==> src/rtl/mem_ctrl_pkg.sv <==
// Shared encodings for the memory-stage controller: opcodes, writeback and
// write-port select values, and the controller state encoding.
package mem_ctrl_pkg;

  localparam logic [4:0] OPC_ALU  = 5'd0;
  localparam logic [4:0] OPC_JAL  = 5'd3;
  localparam logic [4:0] OPC_ADDI = 5'd5;
  localparam logic [4:0] OPC_SW   = 5'd7;
  localparam logic [4:0] OPC_LW   = 5'd8;
  localparam logic [4:0] OPC_SETX = 5'd21;

  localparam logic [1:0] WB_ALU  = 2'b00;
  localparam logic [1:0] WB_DMEM = 2'b01;
  localparam logic [1:0] WB_PC1  = 2'b10;
  localparam logic [1:0] WB_SETX = 2'b11;

  localparam logic [1:0] WP_RD  = 2'b00;
  localparam logic [1:0] WP_R31 = 2'b10;
  localparam logic [1:0] WP_R30 = 2'b01;

  typedef enum logic [1:0] {
    ST_EMPTY  = 2'd0,
    ST_HOLD   = 2'd1,
    ST_ACCESS = 2'd2,
    ST_DONE   = 2'd3
  } state_t;

  // One-hot mask with a single bit set at the given opcode position.
  function automatic logic [31:0] opc_bit(input logic [4:0] opc);
    return 32'd1 << opc;
  endfunction

endpackage

==> src/rtl/decoder5to32.sv <==
// Plain 5-to-32 one-hot decoder.
module decoder5to32 (
  input  logic [4:0]  i_sel,
  output logic [31:0] o_onehot
);

  assign o_onehot = 32'd1 << i_sel;

endmodule

==> src/rtl/mem_ctrl_decode.sv <==
// Combinational opcode-to-control decode. Every control bit is an OR over a
// set of opcodes, so each one is a mask applied to the one-hot opcode.
module mem_ctrl_decode
  import mem_ctrl_pkg::*;
(
  input  logic [4:0] i_opcode,
  output logic       o_rf_we,
  output logic [1:0] o_wb_sel,
  output logic [1:0] o_wp_sel,
  output logic       o_mem_op,
  output logic       o_is_sw
);

  localparam logic [31:0] M_RF_WE = opc_bit(OPC_ALU) | opc_bit(OPC_ADDI) |
                                    opc_bit(OPC_LW) | opc_bit(OPC_JAL) |
                                    opc_bit(OPC_SETX);
  localparam logic [31:0] M_WB1   = opc_bit(OPC_JAL) | opc_bit(OPC_SETX);
  localparam logic [31:0] M_WB0   = opc_bit(OPC_LW) | opc_bit(OPC_SETX);
  localparam logic [31:0] M_WP1   = opc_bit(OPC_JAL);
  localparam logic [31:0] M_WP0   = opc_bit(OPC_SETX);
  localparam logic [31:0] M_MEM   = opc_bit(OPC_SW) | opc_bit(OPC_LW);
  localparam logic [31:0] M_SW    = opc_bit(OPC_SW);

  logic [31:0] w_onehot;

  decoder5to32 u_dec (
    .i_sel    (i_opcode),
    .o_onehot (w_onehot)
  );

  assign o_rf_we  = |(w_onehot & M_RF_WE);
  assign o_wb_sel = {|(w_onehot & M_WB1), |(w_onehot & M_WB0)};
  assign o_wp_sel = {|(w_onehot & M_WP1), |(w_onehot & M_WP0)};
  assign o_mem_op = |(w_onehot & M_MEM);
  assign o_is_sw  = |(w_onehot & M_SW);

endmodule

==> src/rtl/mem_stage_ctrl.sv <==
// Registered memory-stage controller: latches the instruction from execute,
// runs the data-memory req/ready handshake and strobes writeback controls.
// Optional access watchdog is enabled by defining MEM_TIMEOUT_EN.
//
//   state  | meaning
//   EMPTY  | nothing held
//   HOLD   | non-memory instruction held, writeback controls valid
//   ACCESS | memory access outstanding, execute stalled
//   DONE   | memory access finished, writeback controls valid
module mem_stage_ctrl
  import mem_ctrl_pkg::*;
#(
  parameter int INSN_W        = 32,
  parameter int OPC_W         = 5,
  parameter int TIMEOUT_W     = 8,
  parameter int TIMEOUT_LIMIT = 200
) (
  input  logic              clock,
  input  logic              reset,
  input  logic              x_valid,
  input  logic [INSN_W-1:0] x_instruction,
  output logic              x_ready,
  input  logic              flush,
  output logic              dmem_req,
  output logic              dmem_WE,
  input  logic              dmem_ready,
  output logic              m_valid,
  output logic [INSN_W-1:0] m_instruction,
  output logic              regfile_WE,
  output logic [1:0]        writebackMux_Select,
  output logic [1:0]        writePortMux_Select,
  output logic              mem_err
);

  state_t            r_state, w_next;
  logic [INSN_W-1:0] r_insn;
  logic              r_rf_we, r_is_sw, r_flushed;
  logic [1:0]        r_wb_sel, r_wp_sel;
  logic              w_accept, w_rf_we, w_mem_op, w_is_sw;
  logic [1:0]        w_wb_sel, w_wp_sel;
  logic              w_tmo, w_tmo_supp;

  mem_ctrl_decode u_decode (
    .i_opcode (x_instruction[INSN_W-1 -: OPC_W]),
    .o_rf_we  (w_rf_we),
    .o_wb_sel (w_wb_sel),
    .o_wp_sel (w_wp_sel),
    .o_mem_op (w_mem_op),
    .o_is_sw  (w_is_sw)
  );

  // Reset gates x_ready so execute sees a stall while the stage is held in reset.
  assign x_ready  = ~reset & ~flush & (r_state != ST_ACCESS);
  assign w_accept = x_valid & x_ready;

  assign dmem_req = (r_state == ST_ACCESS);
  assign dmem_WE  = dmem_req & r_is_sw;
  assign m_valid  = (r_state == ST_HOLD) || (r_state == ST_DONE);

  assign m_instruction       = r_insn;
  assign regfile_WE          = m_valid & r_rf_we & ~w_tmo_supp;
  assign writebackMux_Select = m_valid ? r_wb_sel : 2'b00;
  assign writePortMux_Select = m_valid ? r_wp_sel : 2'b00;

`ifdef MEM_TIMEOUT_EN
  localparam logic [TIMEOUT_W-1:0] TMO_LAST = TIMEOUT_W'(TIMEOUT_LIMIT - 1);

  logic [TIMEOUT_W-1:0] r_tmo_cnt;
  logic                 r_tmo_hit, r_mem_err;

  assign w_tmo      = (r_state == ST_ACCESS) & ~dmem_ready & (r_tmo_cnt == TMO_LAST);
  assign w_tmo_supp = r_tmo_hit;
  assign mem_err    = r_mem_err;

  // Watchdog: counts stalled ACCESS cycles, flags the aborted instruction.
  always_ff @(posedge clock or posedge reset) begin
    if (reset) begin
      r_tmo_cnt <= '0;
      r_tmo_hit <= 1'b0;
      r_mem_err <= 1'b0;
    end else begin
      if (w_accept) begin
        r_tmo_cnt <= '0;
        r_tmo_hit <= 1'b0;
      end else if ((r_state == ST_ACCESS) && !dmem_ready) begin
        r_tmo_cnt <= r_tmo_cnt + 1'b1;
      end
      if (w_tmo) begin
        r_tmo_hit <= 1'b1;
        r_mem_err <= 1'b1;
      end
    end
  end
`else
  assign w_tmo      = 1'b0;
  assign w_tmo_supp = 1'b0;
  assign mem_err    = 1'b0;
`endif

  // Next state; a flushed store keeps its request until memory finishes it.
  always_comb begin
    w_next = r_state;
    unique case (r_state)
      ST_ACCESS: begin
        if (flush && !r_is_sw)          w_next = ST_EMPTY;
        else if (dmem_ready || w_tmo)   w_next = (flush || r_flushed) ? ST_EMPTY : ST_DONE;
        else                            w_next = ST_ACCESS;
      end
      default: begin
        if (w_accept) w_next = w_mem_op ? ST_ACCESS : ST_HOLD;
        else          w_next = ST_EMPTY;
      end
    endcase
  end

  // State register.
  always_ff @(posedge clock or posedge reset) begin
    if (reset) r_state <= ST_EMPTY;
    else       r_state <= w_next;
  end

  // Held instruction and its decoded controls, plus the flushed-store marker.
  always_ff @(posedge clock or posedge reset) begin
    if (reset) begin
      r_insn    <= '0;
      r_rf_we   <= 1'b0;
      r_wb_sel  <= 2'b00;
      r_wp_sel  <= 2'b00;
      r_is_sw   <= 1'b0;
      r_flushed <= 1'b0;
    end else if (w_accept) begin
      r_insn    <= x_instruction;
      r_rf_we   <= w_rf_we;
      r_wb_sel  <= w_wb_sel;
      r_wp_sel  <= w_wp_sel;
      r_is_sw   <= w_is_sw;
      r_flushed <= 1'b0;
    end else if ((r_state == ST_ACCESS) && flush) begin
      r_flushed <= 1'b1;
    end
  end

endmodule

==> config.mk <==
export PLATFORM = sky130hd
export DESIGN_NAME = mem_stage_ctrl
export DESIGN_NICKNAME = d
export VERILOG_FILES = /design/src/rtl/mem_ctrl_pkg.sv /design/src/rtl/decoder5to32.sv /design/src/rtl/mem_ctrl_decode.sv /design/src/rtl/mem_stage_ctrl.sv
export SDC_FILE = /design/constraint.sdc
export NUM_CORES = 1
export LEC_CHECK = 0
export ABC_AREA = 1
export BUFFER_PORTS_ARGS = -buffer_cell sky130_fd_sc_hd__buf_4
export CAP_MARGIN = 10
export CORE_MARGIN = 2
export CORE_UTILIZATION = 46
export DETAILED_ROUTE_END_ITERATION = 16
export PLACE_DENSITY = 0.78
export SLEW_MARGIN = 5
export SYNTH_ARGS = -nofsm -noshare
export SYNTH_HDL_FRONTEND = slang
export SYNTH_SLANG_ARGS = --single-unit
export TNS_END_PERCENT = 20
==> constraint.sdc <==
create_clock -name clock -period 2.3 [get_ports clock]
set_input_delay 0.46 -clock clock [delete_from_list [all_inputs] [get_ports clock]]
set_output_delay 0.46 -clock clock [all_outputs]
set_load 0.01 [all_outputs]
==> results.ini <==
[worst_setup_path]
r2r_end=r_wb_sel[1]$_DFFE_PP0P_
critPathKind=reg2out
crit_path_cell_trace=nor2_1 -> nor3_1 -> buf_4
setup.worst_path.start=r_state[0]$_DFF_PP0_
arrival_ns=1.19
critical-path-top-delay-family=flip-flops
reg2reg_setup_slack_ns=0.86
worstRegToRegCells=6
slowest_delay_ns=0.47
cp_max_fo=8
start_kind=flip-flop
crit_required_ns=1.84
r2r_start=r_state[0]$_DFF_PP0_
crit_buf_inv=1
crit_slowest_cell=dfrtp_1
worstSetupEndpointType=primary output

[global_route]
grt.overflow.total=0
grt_pass1_vias=1466
antenna_found_initial=0
grt_pass1_wl_microns=6182
grt_max_degree=48
grt_use_total_pct=18.45

[cells_and_area]
drive_gt1_share_pct=32.18
syn2layout_area_growth_pct=36.01
final_area_sq_um=2434
antenna_cells=0
layout.nets=325

[synth]
synth.largest_area_cell=dfrtp_1
async_reset_ff_share_pct=100.0
yosysUniqueCellTypes=17
ys_ff_latch=41
yosysMostFrequentCell=nand2_1
syn_avg_cell_area_sq_um=8.400
yosys-top-cells-count=nand2_1 (112), dfrtp_1 (41), inv_1 (15)
synth_edf_count=0
syn-cell-area_sq_um=1789
synthesis.instances=213
netlist.area_leader.share_pct=57.34
synthFlopType=dfrtp_1
seq_area_frac_synth_pct=57.34
ys_top_cells_by_area=dfrtp_1 (57%), nand2_1 (23%), buf_6 (3.1%)
yosys_warnings=0
syn_nets=250

[routing]
dr.pass1.iters=4
drc=0
wire_per_inst_microns=10.90
ant_nets=0
drt_wl_total_microns=3673
vias_per_cell=4.579
vias=1543
drt_iter0_markers=83

[pwr]
peakVddDrop_v=0.0004275
intPower_mw=1.238
power_frac_clock_pct=26.3
leakagePower_nw=1.421
pwr-share-comb_pct=22.7
power_density_nw_per_um2=711.3
power_frac_seq_pct=51.0
p_sw_mw=0.4928
swShare_pct=28.47

[sta]
hold_viol=0
finalSetupViolCount=0
finClkSkew_ns=0.005232
finalSetupTns_ns=0
drv_slew=0
slew_headroom_pct=65.76
period_needed_ns=1.655
max_slew.worst_pin.slew_ns=0.5129
fmax_ghz=0.6044
min_period_over_period_pct=71.94
rsz0062_at_grt=no

[floorplan]
initial_core_util_pct=48.51
fp.dieH_microns=66.37
die_area_sq_um=4404
fp-row-count=22
core_sq_um=3689
io_pins=79
die_w_microns=66.37

[run_status]
outcome=complete, no violations

[cts]
cts-resized-gates=0
cts.clk_slew.worst_paths_ns=0.08
clkSinkCount=41
cts_hold_buf=0
clk_path_buf_depth=2
cts_setup_buffers=0
cts_buffers=5
cts_tree=yes
clock_latency_ns=0.29
h-tree-depth=2
cts_root_buf=clkbuf_8

[placement]
hpwl_microns=2597
place_congestion=0.7475
dpl-instance-area_sq_um=2347
port_buffers=77

[run]
max-cap-violations=0

[min_path]
hold_class=in2async

[metal layers]
| metal | part of all wire, % | GRT usage (%) | vias to the layer above |
|---|---|---|---|
| li1 | - | - | 791 |
| met1 | 44 | 23.52 | 689 |
| met2 | 47 | 29.75 | 56 |
| met3 | 8.0 | 4.600 | 7 |
| met4 | 1.4 | 7.908 | 0 |
| met5 | 0 | 0 | - |
[registers in the layout, summed over array words and instances (netlist names)]
name           cells
m_instruction     32
r_state            2
r_wb_sel           2
r_wp_sel           2
r_flushed          1
r_is_sw            1
r_rf_we            1
[worst min-delay path, stage by stage]
cell	delay (ns)
buf_4	0.11
inv_2	0.07
buf_4	0.43
[cell usage in the layout (no fill, tap or decap), drive strengths merged]
| master | count |
|---|---|
| buf | 79 |
| nand2 | 113 |
| clkbuf | 5 |
| clkinv | 2 |
| nor2 | 9 |
| nand4 | 3 |
| o32ai | 1 |
| o21ai | 11 |
| clkinvlp | 1 |
| conb | 1 |
| nand3 | 5 |
| inv | 17 |
| dfrtp | 41 |
| nor3 | 1 |
[power groups by stage]
stage | combinational, mW | clock [mW] | sequential [mW]
5_1_grt | 0.439 | 0.500 | 0.898
4_1_cts | 0.400 | 0.466 | 0.884
6_report | 0.392 | 0.455 | 0.883
3_3_place_gp | 0.391 | 0 | 0.895
2_1_floorplan | 0.135 | 0 | 0.933
3_5_place_dp | 0.402 | 0 | 0.893
[final cells by class]
class | count | area (sq um)
fillers | 343 | 1255
flip-flops and latches | 41 | 1026
multi-input cells | 144 | 604.3
repair buffers | 79 | 593.1
clock buffers | 5 | 68.82
inverters | 17 | 63.81
well taps | 48 | 60.06
clock inverters | 3 | 17.52
[stage by stage]
| stage | total power [mW] | hold slack [ns] | worst slack (ns) | util [%] | instances |
|---|---|---|---|---|---|
| final | 1.731 | 0.3362 | 0.6455 | 65.98 | 337 |
| after global routing | 1.837 | 0.3581 | 0.5952 | 65.98 | 337 |
| after CTS | 1.750 | 0.3511 | 0.6583 | 65.98 | 337 |
| after detailed placement | 1.295 | 0.4672 | 0.7639 | 63.64 | 329 |
| after global placement | 1.286 | 0.4635 | 0.7835 | 63.64 | 329 |
| after floorplan | 1.068 | 0.4487 | 0.2132 | - | 213 |
[logic make-up (layout without fill, tap and decap cells)]
logic type | count (synthesis) | count (layout) | share of synthesized area [%]
AOI/OAI and AO/OA | 12 | 12 | 3.986
buffers and inverters | 28 | 104 | 8.880
DFF | 41 | 41 | 57.34
other | 1 | 1 | 0.2096
and+or+nand+nor | 131 | 131 | 29.58
[worst max path at each step]
stage | cells after the start | slack, ns | end
detailed placement | 6 | 0.76 | r_wb_sel[1]$_DFFE_PP0P_
finish | 3 | 0.65 | x_ready
global route | 3 | 0.60 | x_ready
CTS | 3 | 0.66 | x_ready
floorplan | 6 | 0.21 | m_instruction[14]$_DFFE_PP0P_
global placement | 6 | 0.78 | r_wb_sel[1]$_DFFE_PP0P_
No activity file was read; power rests on OpenSTA's default activity.
